<file path="src/rtl/pm_lcd_pkg.sv">
// Shared LCD bus constants and copier state encoding.
// Imported by every PRC LCD bus master.
package pm_lcd_pkg;

  localparam logic [23:0] LCD_CMD_ADDR  = 24'h0020FE;
  localparam logic [23:0] LCD_DATA_ADDR = 24'h0020FF;

  localparam logic [7:0] CMD_SET_PAGE = 8'hB0;
  localparam logic [7:0] CMD_COL_LO   = 8'h00;
  localparam logic [7:0] CMD_COL_HI   = 8'h10;

  typedef enum logic [3:0] {
    S_IDLE,
    S_REQ,
    S_CMD_PAGE,
    S_CMD_LO,
    S_CMD_HI,
    S_RD,
    S_CAP,
    S_WR,
    S_DONE
  } copier_state_t;

endpackage

</file>
<file path="src/rtl/prc_lcd_copier.sv">
// Framebuffer-to-LCD copier: owns the CPU bus and streams
// page/column commands followed by one page of bytes at a time.
module prc_lcd_copier
  import pm_lcd_pkg::*;
#(
  parameter logic [23:0] FB_BASE = 24'h001000,
  parameter int          COLUMNS = 96,
  parameter int          PAGES   = 8
) (
  input  logic        clk,
  input  logic        reset,
  input  logic        clk_ce,
  input  logic        start,
  input  logic        abort,
  input  logic        bus_ack,
  output logic        bus_req,
  output logic [23:0] address_out,
  output logic [7:0]  data_out,
  input  logic [7:0]  data_in,
  output logic        bus_read,
  output logic        bus_write,
  output logic        busy,
  output logic        done
);

  localparam int CW = $clog2(COLUMNS);
  localparam int PW = (PAGES > 1) ? $clog2(PAGES) : 1;
  localparam logic [CW-1:0] COL_LAST  = CW'(COLUMNS - 1);
  localparam logic [PW-1:0] PAGE_LAST = PW'(PAGES - 1);

  copier_state_t r_state, w_state_nxt;
  logic          r_phase, w_phase_nxt;
  logic [PW-1:0] r_page, w_page_nxt;
  logic [CW-1:0] r_col, w_col_nxt;
  logic [7:0]    r_data;
  logic [7:0]    r_dout;
  logic [23:0]   r_addr;
  logic          w_wr_st;
  logic          w_active;
  logic [23:0]   w_waddr;
  logic [23:0]   w_raddr;
  logic [7:0]    w_wdata;

  assign w_wr_st = (r_state == S_CMD_PAGE) ||
                   (r_state == S_CMD_LO) ||
                   (r_state == S_CMD_HI) ||
                   (r_state == S_WR);
  assign w_active = (r_state != S_IDLE) &&
                    (r_state != S_DONE);

  always_comb begin
    w_state_nxt = r_state;
    w_phase_nxt = r_phase;
    w_page_nxt  = r_page;
    w_col_nxt   = r_col;
    if (abort && w_active) begin
      w_state_nxt = S_IDLE;
      w_phase_nxt = 1'b0;
    end else if (!w_active) begin
      // DONE re-arms directly so a held start gives back-to-back frames
      if (start) begin
        w_state_nxt = S_REQ;
        w_page_nxt  = '0;
      end else begin
        w_state_nxt = S_IDLE;
      end
    end else if (bus_ack) begin
      if (w_wr_st && !r_phase) begin
        w_phase_nxt = 1'b1;
      end else begin
        w_phase_nxt = 1'b0;
        unique case (r_state)
          S_REQ:      w_state_nxt = S_CMD_PAGE;
          S_CMD_PAGE: w_state_nxt = S_CMD_LO;
          S_CMD_LO:   w_state_nxt = S_CMD_HI;
          S_CMD_HI: begin
            w_state_nxt = S_RD;
            w_col_nxt   = '0;
          end
          S_RD:       w_state_nxt = S_CAP;
          S_CAP:      w_state_nxt = S_WR;
          S_WR: begin
            if (r_col < COL_LAST) begin
              w_col_nxt   = r_col + CW'(1);
              w_state_nxt = S_RD;
            end else if (r_page < PAGE_LAST) begin
              w_page_nxt  = r_page + PW'(1);
              w_state_nxt = S_CMD_PAGE;
            end else begin
              w_state_nxt = S_DONE;
            end
          end
          default:    w_state_nxt = S_IDLE;
        endcase
      end
    end
  end

  assign w_raddr = FB_BASE + 24'(r_page) * 24'(COLUMNS)
                 + 24'(r_col);
  assign w_waddr = (r_state == S_WR) ? LCD_DATA_ADDR
                                     : LCD_CMD_ADDR;

  always_comb begin
    w_wdata = r_data;
    if (r_state == S_CMD_PAGE)
      w_wdata = CMD_SET_PAGE | 8'(r_page);
    else if (r_state == S_CMD_LO)
      w_wdata = CMD_COL_LO;
    else if (r_state == S_CMD_HI)
      w_wdata = CMD_COL_HI;
  end

  // strobes are gated by the live grant so a lost bus sees nothing
  assign bus_write = w_wr_st && !r_phase && bus_ack;
  assign bus_read  = (r_state == S_RD) && bus_ack;
  assign address_out = bus_write ? w_waddr :
                       bus_read  ? w_raddr : r_addr;
  assign data_out = bus_write ? w_wdata : r_dout;
  assign bus_req  = w_active;
  assign busy     = w_active;
  assign done     = (r_state == S_DONE);

  always_ff @(posedge clk) begin
    if (reset) begin
      r_state <= S_IDLE;
      r_phase <= 1'b0;
      r_page  <= '0;
      r_col   <= '0;
      r_data  <= '0;
      r_addr  <= '0;
      r_dout  <= '0;
    end else if (clk_ce) begin
      r_state <= w_state_nxt;
      r_phase <= w_phase_nxt;
      r_page  <= w_page_nxt;
      r_col   <= w_col_nxt;
      r_addr  <= address_out;
      r_dout  <= data_out;
      if (r_state == S_CAP && bus_ack)
        r_data <= data_in;
    end
  end

endmodule

</file>
<file path="config.mk">
export PLATFORM = sky130hd
export DESIGN_NAME = prc_lcd_copier
export DESIGN_NICKNAME = d
export VERILOG_FILES = /design/src/rtl/pm_lcd_pkg.sv /design/src/rtl/prc_lcd_copier.sv
export SDC_FILE = /design/constraint.sdc
export NUM_CORES = 1
export LEC_CHECK = 0
export ABC_AREA = 1
export CORE_MARGIN = 5
export CORE_UTILIZATION = 30
export CTS_CLUSTER_DIAMETER = 40
export DETAILED_ROUTE_END_ITERATION = 7
export HOLD_SLACK_MARGIN = 0.02
export PLACE_DENSITY = 0.61
export SYNTH_ARGS = -nofsm -noshare
export SYNTH_HDL_FRONTEND = slang
export SYNTH_SLANG_ARGS = --single-unit
</file>
<file path="constraint.sdc">
create_clock -name clk -period 3.28 [get_ports clk]
set_clock_uncertainty 0.15 [all_clocks]
set_input_delay 0.656 -clock clk [delete_from_list [all_inputs] [get_ports clk]]
set_output_delay 0.656 -clock clk [all_outputs]
set_load 0.01 [all_outputs]
</file>
==> impl_metrics.yaml, run 1 <==
setup_path:
  r2r-start: "r_state[1]$_SDFFE_PP0P_"
  worstPathRequired_ns: 2.47
  cp_num_buf_inv: 3
  reg2reg_slack_ns: 1.26
  cp_slowest_stage_delay_ns: 0.55
  cp_slowest_cell: "clkdlybuf4s50_1"
  path_class: "reg -> out"
  path_cells: "nand4_4 -> nand3_4 -> nand2_4 -> inv_4 -> nand2_4 -> buf_12 -> nand3_1 -> clkdlybuf4s50_1"
  cp.depth: 8
  endpoint_kind: "output port"
  arrival_ns: 2.31
  crit_path_start_kind: "register"
  cp_max_fo: 16
  critical-path-top-delay-family: "buffers and inverters"
  path_common_cell: "nand2_4"
  reg2reg_depth: 8
  r2r_end: "r_state[0]$_SDFFE_PP0P_"
sta:
  slew_headroom: 0.6869
  setup_violations: 0
  setup_ws_ns: 0.1678
  rsz0062_at_grt: "no"
  hold_violations: 0
  slew_viol_final: 0
  fin_crit_ns: 3.112
  tightest_slew_ns: 0.4685
  fin_crit_sh: 0.9489
  timing.fmax_mhz: 321.3
clock_network:
  clockBufferDepth: 2
  cts_sinks: 55
  clk_pin_slew_ns: 0.09
  cts-root-buf: "clkbuf_8"
  post-cts-setup-buffers: 0
  htreeDepth: 2
  cts_tree: "done"
  cts_inserted_buffers: 5
  insertion_delay_ns: 0.31
power_and_ir_drop:
  cellPowerDensity_mw_per_mm2: 454.1
  p_total_uw: 1805
  power.leakage_uw: 0.001932
  ir_worst_vdd_uv: 285.3
global_route:
  grt_usage: 0.1261
  antenna_found_initial: 0
  grt_remaining_overflow: 0
  grt_max_degree: 30
  grt_pass1_vias: 2969
  grt_pass1_wl_mm: 13.46
outcome:
  outcome: "complete, no violations"
logic_synthesis:
  synth_edf_count: 0
  ys_seq_area_frac: 0.3462
  postSynthNetCount: 509
  synthArstFlopShare: 0
  ys.flop_type: "dfxtp_1"
  netlist_area_mm2: 0.003181
  ys_seq_elements: 55
  syn_area_per_cell_um2: 6.544
  synth_cell_types: 30
  yosys_warnings: 0
  syn_inst: 486
placement:
  dp_slack_ns: 0.02921
  io_buffers: 50
  routabilityCongestion: 0.8604
  dpl_cell_area_mm2: 0.003839
  post-dp-hpwl_mm: 5.861
routing:
  ant_nets: 0
  drt_iter0_drc: 214
  firstDrtPassIters: 4
  drc: 0
  wl_mm: 7.863
  via_count: 3068
  viasPerCell: 4.559
  wire_per_inst_um: 11.68
worst_hold_path:
  whs_endpoint: "r_data[3]$_SDFFE_PP0P_"
  min_from: "r_data[3]$_SDFFE_PP0P_"
  hp-class: "reg -> reg"
  hold_path_depth: 2
floorplan:
  die_y_um: 113.0
  rows: 37
  io_pins: 51
  fp.dieW_um: 113.0
  dieArea_mm2: 0.01276
  core_area_mm2: 0.01032
  start_util: 0.3081
final_layout:
  layout-drive-gt1-share: 0.1155
  final_area_mm2: 0.003975
  n_fill_cell: 1118
  n_antenna_cell: 0
  areaGrowthSynthToFinish_pct: 24.98
  layout.nets: 559
flow_run:
  maxCapViolations: 0
## tightest hold or removal path, cell delays in order (launching register included)
cell and delay, ns:
dfxtp_1 0.31, inv_1 0.06, a21oi_1 0.05
## per-layer routing
metal,track usage,part of all wire,vias to the layer above
met4,0.03686,0.012,0
met1,0.1613,0.48,1386
li1,-,-,1611
met2,0.2176,0.46,64
met3,0.02139,0.050,7
met5,0,0,-
## cell usage in the layout (no fill, tap or decap), types with 5 or more instances in the layout
cell type / instances
o21ai_0: 27
nand3_1: 34
nand2_2: 10
inv_1: 57
clkdlybuf4s50_1: 45
nor2_1: 75
ha_1: 6
buf_4: 9
inv_2: 5
o21ai_1: 9
o21ai_2: 6
nand2_1: 124
clkbuf_8: 5
a21oi_1: 28
dfxtp_1: 52
## kinds of logic after synthesis
group                    Yosys count  share of synthesized area
AND/OR/NAND/NOR                  261                     0.3615
buffers and inverters             82                     0.1102
AO/OA/AOI/OAI                     72                     0.1227
flip-flops                        55                     0.3462
adder cells (fa/ha/maj)            9                    0.04013
XOR/XNOR                           7                    0.01928
## sequential cells by signal (all words and copies together) (netlist names)
name	cells
r_addr	24
r_data	8
r_dout	8
r_col	7
r_state	4
r_page	3
r_phase	1
## cell type report
class | instances | area [um2] | share of cell area
tap | 136 | 170.2 | 0.04281
multi-input combinational | 349 | 1734 | 0.4363
clock buffer | 5 | 68.82 | 0.01731
timing repair buffer | 61 | 608.1 | 0.1530
sequential | 55 | 1107 | 0.2786
inverter | 64 | 242.7 | 0.06106
clock inverter | 3 | 43.79 | 0.01102
## worst max path at each step
stage	start	to	slack, ns
global placement	bus_ack	address_out[0]	0.05
detailed placement	bus_ack	address_out[0]	0.03
CTS	r_page[0]$_SDFFE_PP0P_	address_out[8]	-0.08
global route	r_page[0]$_SDFFE_PP0P_	address_out[10]	0.0005
finish	r_state[1]$_SDFFE_PP0P_	address_out[2]	0.17
floorplan	r_page[1]$_SDFFE_PP0P_	address_out[8]	0.80
## power breakdown
| part | total, uW | internal [uW] | switching [uW] |
|---|---|---|---|
| Clock | 455 | 228 | 227 |
| Combinational | 604 | 249 | 355 |
| Sequential | 746 | 708 | 37.6 |
| Total | 1800 | 1190 | 620 |
## cells in the mapped netlist, types with 4 or more instances
| master | instances | share of area |
|---|---|---|
| nor2_2 | 4 | 0.0079 |
| dfxtp_1 | 55 | 0.35 |
| nand3_2 | 4 | 0.013 |
| nor2_1 | 75 | 0.089 |
| buf_6 | 4 | 0.014 |
| nand2_2 | 10 | 0.020 |
| a21oi_1 | 28 | 0.044 |
| ha_1 | 7 | 0.028 |
| xnor2_1 | 4 | 0.011 |
| inv_2 | 5 | 0.0059 |
| nand2_1 | 124 | 0.15 |
| inv_1 | 57 | 0.067 |
| o21ai_2 | 6 | 0.017 |
| clkbuf_1 | 10 | 0.012 |
| nand3_1 | 34 | 0.054 |
| o21ai_1 | 9 | 0.014 |
| o21ai_0 | 27 | 0.042 |
## through the flow
stage	cells	setup TNS, ns	hold WS [ns]	util
6_report	673	0	0.3122	0.3850
3_3_place_gp	665	0	0.2914	0.3718
2_1_floorplan	486	0	0.2796	-
5_1_grt	673	0	0.3463	0.3850
3_5_place_dp	665	0	0.2975	0.3718
4_1_cts	673	-0.07702	0.3126	0.3829
## timing repair
item,in CTS,in global routing
gates cloned,0,0
hold buffers,0,0
resized for setup,4,9
endpoints found under the setup margin,4,20
Power figures use the tool's default switching activity.
==> inputs of run 2 (changes only) <==
--- a/config.mk
+++ b/config.mk
@@ -5,7 +5,6 @@
 export SDC_FILE = /design/constraint.sdc
 export NUM_CORES = 1
 export LEC_CHECK = 0
-export ABC_AREA = 1
 export CORE_MARGIN = 5
 export CORE_UTILIZATION = 30
 export CTS_CLUSTER_DIAMETER = 40
@@ -15,3 +14,4 @@
 export SYNTH_ARGS = -nofsm -noshare
 export SYNTH_HDL_FRONTEND = slang
 export SYNTH_SLANG_ARGS = --single-unit
+export TNS_END_PERCENT = 50
==> impl_metrics.yaml, run 2 <==
sta:
  fin_crit_sh: 0.9492
  tightest_slew_ns: 0.6122
  slew_headroom: 0.5918
  rsz0062_at_grt: "no"
  tns_ns: 0
  fin_crit_ns: 3.113
  setup_violations: 0
  slew_viol_final: 0
  timing.fmax_mhz: 321.2
  hold_violations: 0
  hold_slack_ns: 0.3155
setup_path:
  cp_max_fo: 13
  worstPathRequired_ns: 2.47
  cp_num_buf_inv: 4
  cp_slowest_cell: "clkdlybuf4s50_1"
  path_common_cell: "buf_4"
  crit_path_start_kind: "input port"
  path_class: "in -> out"
  endpoint_kind: "output port"
  arrival_ns: 2.31
  cp_slowest_stage_delay_ns: 0.49
  path_cells: "clkdlybuf4s50_1 -> buf_4 -> nand2b_4 -> a2111oi_2 -> buf_4 -> nor2b_1 -> dlygate4sd2_1"
  critical-path-top-delay-family: "buffers and inverters"
logic_synthesis:
  synthArstFlopShare: 0
  synth_top_area_share: 0.3630
  yosys_warnings: 0
  synth_most_common_cell: "dfxtp_1"
  postSynthNetCount: 380
  ys.flop_type: "dfxtp_1"
  syn_area_per_cell_um2: 8.496
  ys_seq_elements: 55
  synth_cell_types: 61
  synth_edf_count: 0
  netlist_area_mm2: 0.003033
  synth_area_leaders: "dfxtp_1, mux2i_1, nor2_1"
  yosys-top-cells-count: "dfxtp_1, nor2_1, nand2_1"
  yosysTopAreaCell: "dfxtp_1"
  ys_seq_area_frac: 0.3630
  syn_inst: 357
floorplan:
  io_pins: 51
  start_util: 0.3089
  core_area_mm2: 0.009819
  rows: 36
  dieArea_mm2: 0.01222
  die_y_um: 110.5
  fp.dieW_um: 110.5
final_layout:
  n_fill_cell: 1030
  n_antenna_cell: 0
  reg_top3: "r_addr: 24 flops, r_data: 8 flops, r_dout: 8 flops"
  ff_latch_area_mm2: 0.001101
  layout_commonest_cell: "dfxtp_1"
  areaGrowthSynthToFinish_pct: 30.36
  multiInputGateArea_mm2: 0.001802
  top_register: "r_addr"
  layout-drive-gt1-share: 0.1513
  final_area_mm2: 0.003954
  layout.nets: 445
  layout_common_cells: "dfxtp_1, nor2_1, nand2_1, buf_4, dlygate4sd2_1"
  largest_reg_flops: 24
power_and_ir_drop:
  power.leakage_uw: 0.001807
  ir_worst_vdd_uv: 164.7
  p_total_uw: 1247
  cellPowerDensity_mw_per_mm2: 315.5
clock_network:
  clockBufferDepth: 2
  cts_tree: "done"
  clk_pin_slew_ns: 0.11
  insertion_delay_ns: 0.32
  cts_sinks: 55
  cts_inserted_buffers: 5
  post-cts-setup-buffers: 0
  htreeDepth: 2
  cts-root-buf: "clkbuf_8"
global_route:
  grt_pass1_vias: 2686
  grt_max_degree: 38
  grt_remaining_overflow: 0
  antenna_found_initial: 0
  grt_usage: 0.1306
  grt_pass1_wl_mm: 13.61
routing:
  ant_nets: 0
  wire_per_inst_um: 14.42
  viasPerCell: 4.912
  wl_mm: 8.019
  via_count: 2731
  drc: 0
  firstDrtPassIters: 4
  drt_iter0_drc: 184
placement:
  routabilityCongestion: 0.8297
  dpl_cell_area_mm2: 0.003826
  io_buffers: 50
  post-dp-hpwl_mm: 5.948
outcome:
  outcome: "complete, no violations"
flow_run:
  maxCapViolations: 0
worst_hold_path:
  hp-class: "reg -> reg"
## run 2: timing repair
item                                    in CTS  in global routing
gates resized for setup                     32                 12
hold endpoints to repair                     0                  0
pin swaps                                    0                  1
hold buffers                                 0                  0
endpoints found under the setup margin      25                  9
## run 2: metal layers
layer,share of wire,global-route usage
met5,0,0
met4,0.012,0.03366
met3,0.041,0.02298
met2,0.47,0.2132
met1,0.48,0.1780
## run 2: kinds of logic (layout without fill, tap and decap cells)
logic type	after synthesis	count (layout)	synth area share
mux	19	19	0.06601
flops	55	55	0.3630
compound gates	77	77	0.1881
buf+inv	36	102	0.05528
fa+ha+maj	9	9	0.04208
simple gates	154	154	0.2653
xor+xnor	7	7	0.02021
## run 2: area by class of cell
class / instances / share of cell area
clock buffers: 5 / 0.01741
well taps: 133 / 0.04209
multi-input cells: 266 / 0.4557
flip-flops and latches: 55 / 0.2785
inverters: 13 / 0.01297
repair buffers: 81 / 0.1848
clock inverters: 3 / 0.008544
## run 2: power by group
group          switching [uW]  leakage (uW)  internal, uW  total [uW]
sequential               4.98      0.000445           678         683
clock                     262     0.0000519           163         425
combinational            77.9       0.00131          61.3         139
total                     345       0.00181           902        1250
## run 2: worst min-delay path: stages (launching register included)
cell and delay, ns:
dfxtp_1 0.33, nand2_1 0.05, a21oi_1 0.05
## run 2: final timing paths
check | start | to | cells after the start | slack [ns]
max | bus_ack | address_out[17] | 7 | 0.17
min | r_dout[7]$_SDFFE_PP0P_ | r_dout[7]$_SDFFE_PP0P_ | 2 | 0.32
max reg2reg | r_state[1]$_SDFFE_PP0P_ | r_page[0]$_SDFFE_PP0P_ | 7 | 1.00
min reg2reg | r_dout[7]$_SDFFE_PP0P_ | r_dout[7]$_SDFFE_PP0P_ | 2 | 0.32
## run 2: per-stage QoR
stage | worst slack (ns) | std cells | util
2_1_floorplan | 0.7038 | 357 | -
3_3_place_gp | -0.1844 | 548 | 0.3897
3_5_place_dp | -0.2151 | 548 | 0.3897
4_1_cts | 0.004002 | 556 | 0.4005
5_1_grt | 0.01571 | 556 | 0.4027
6_report | 0.1667 | 556 | 0.4027
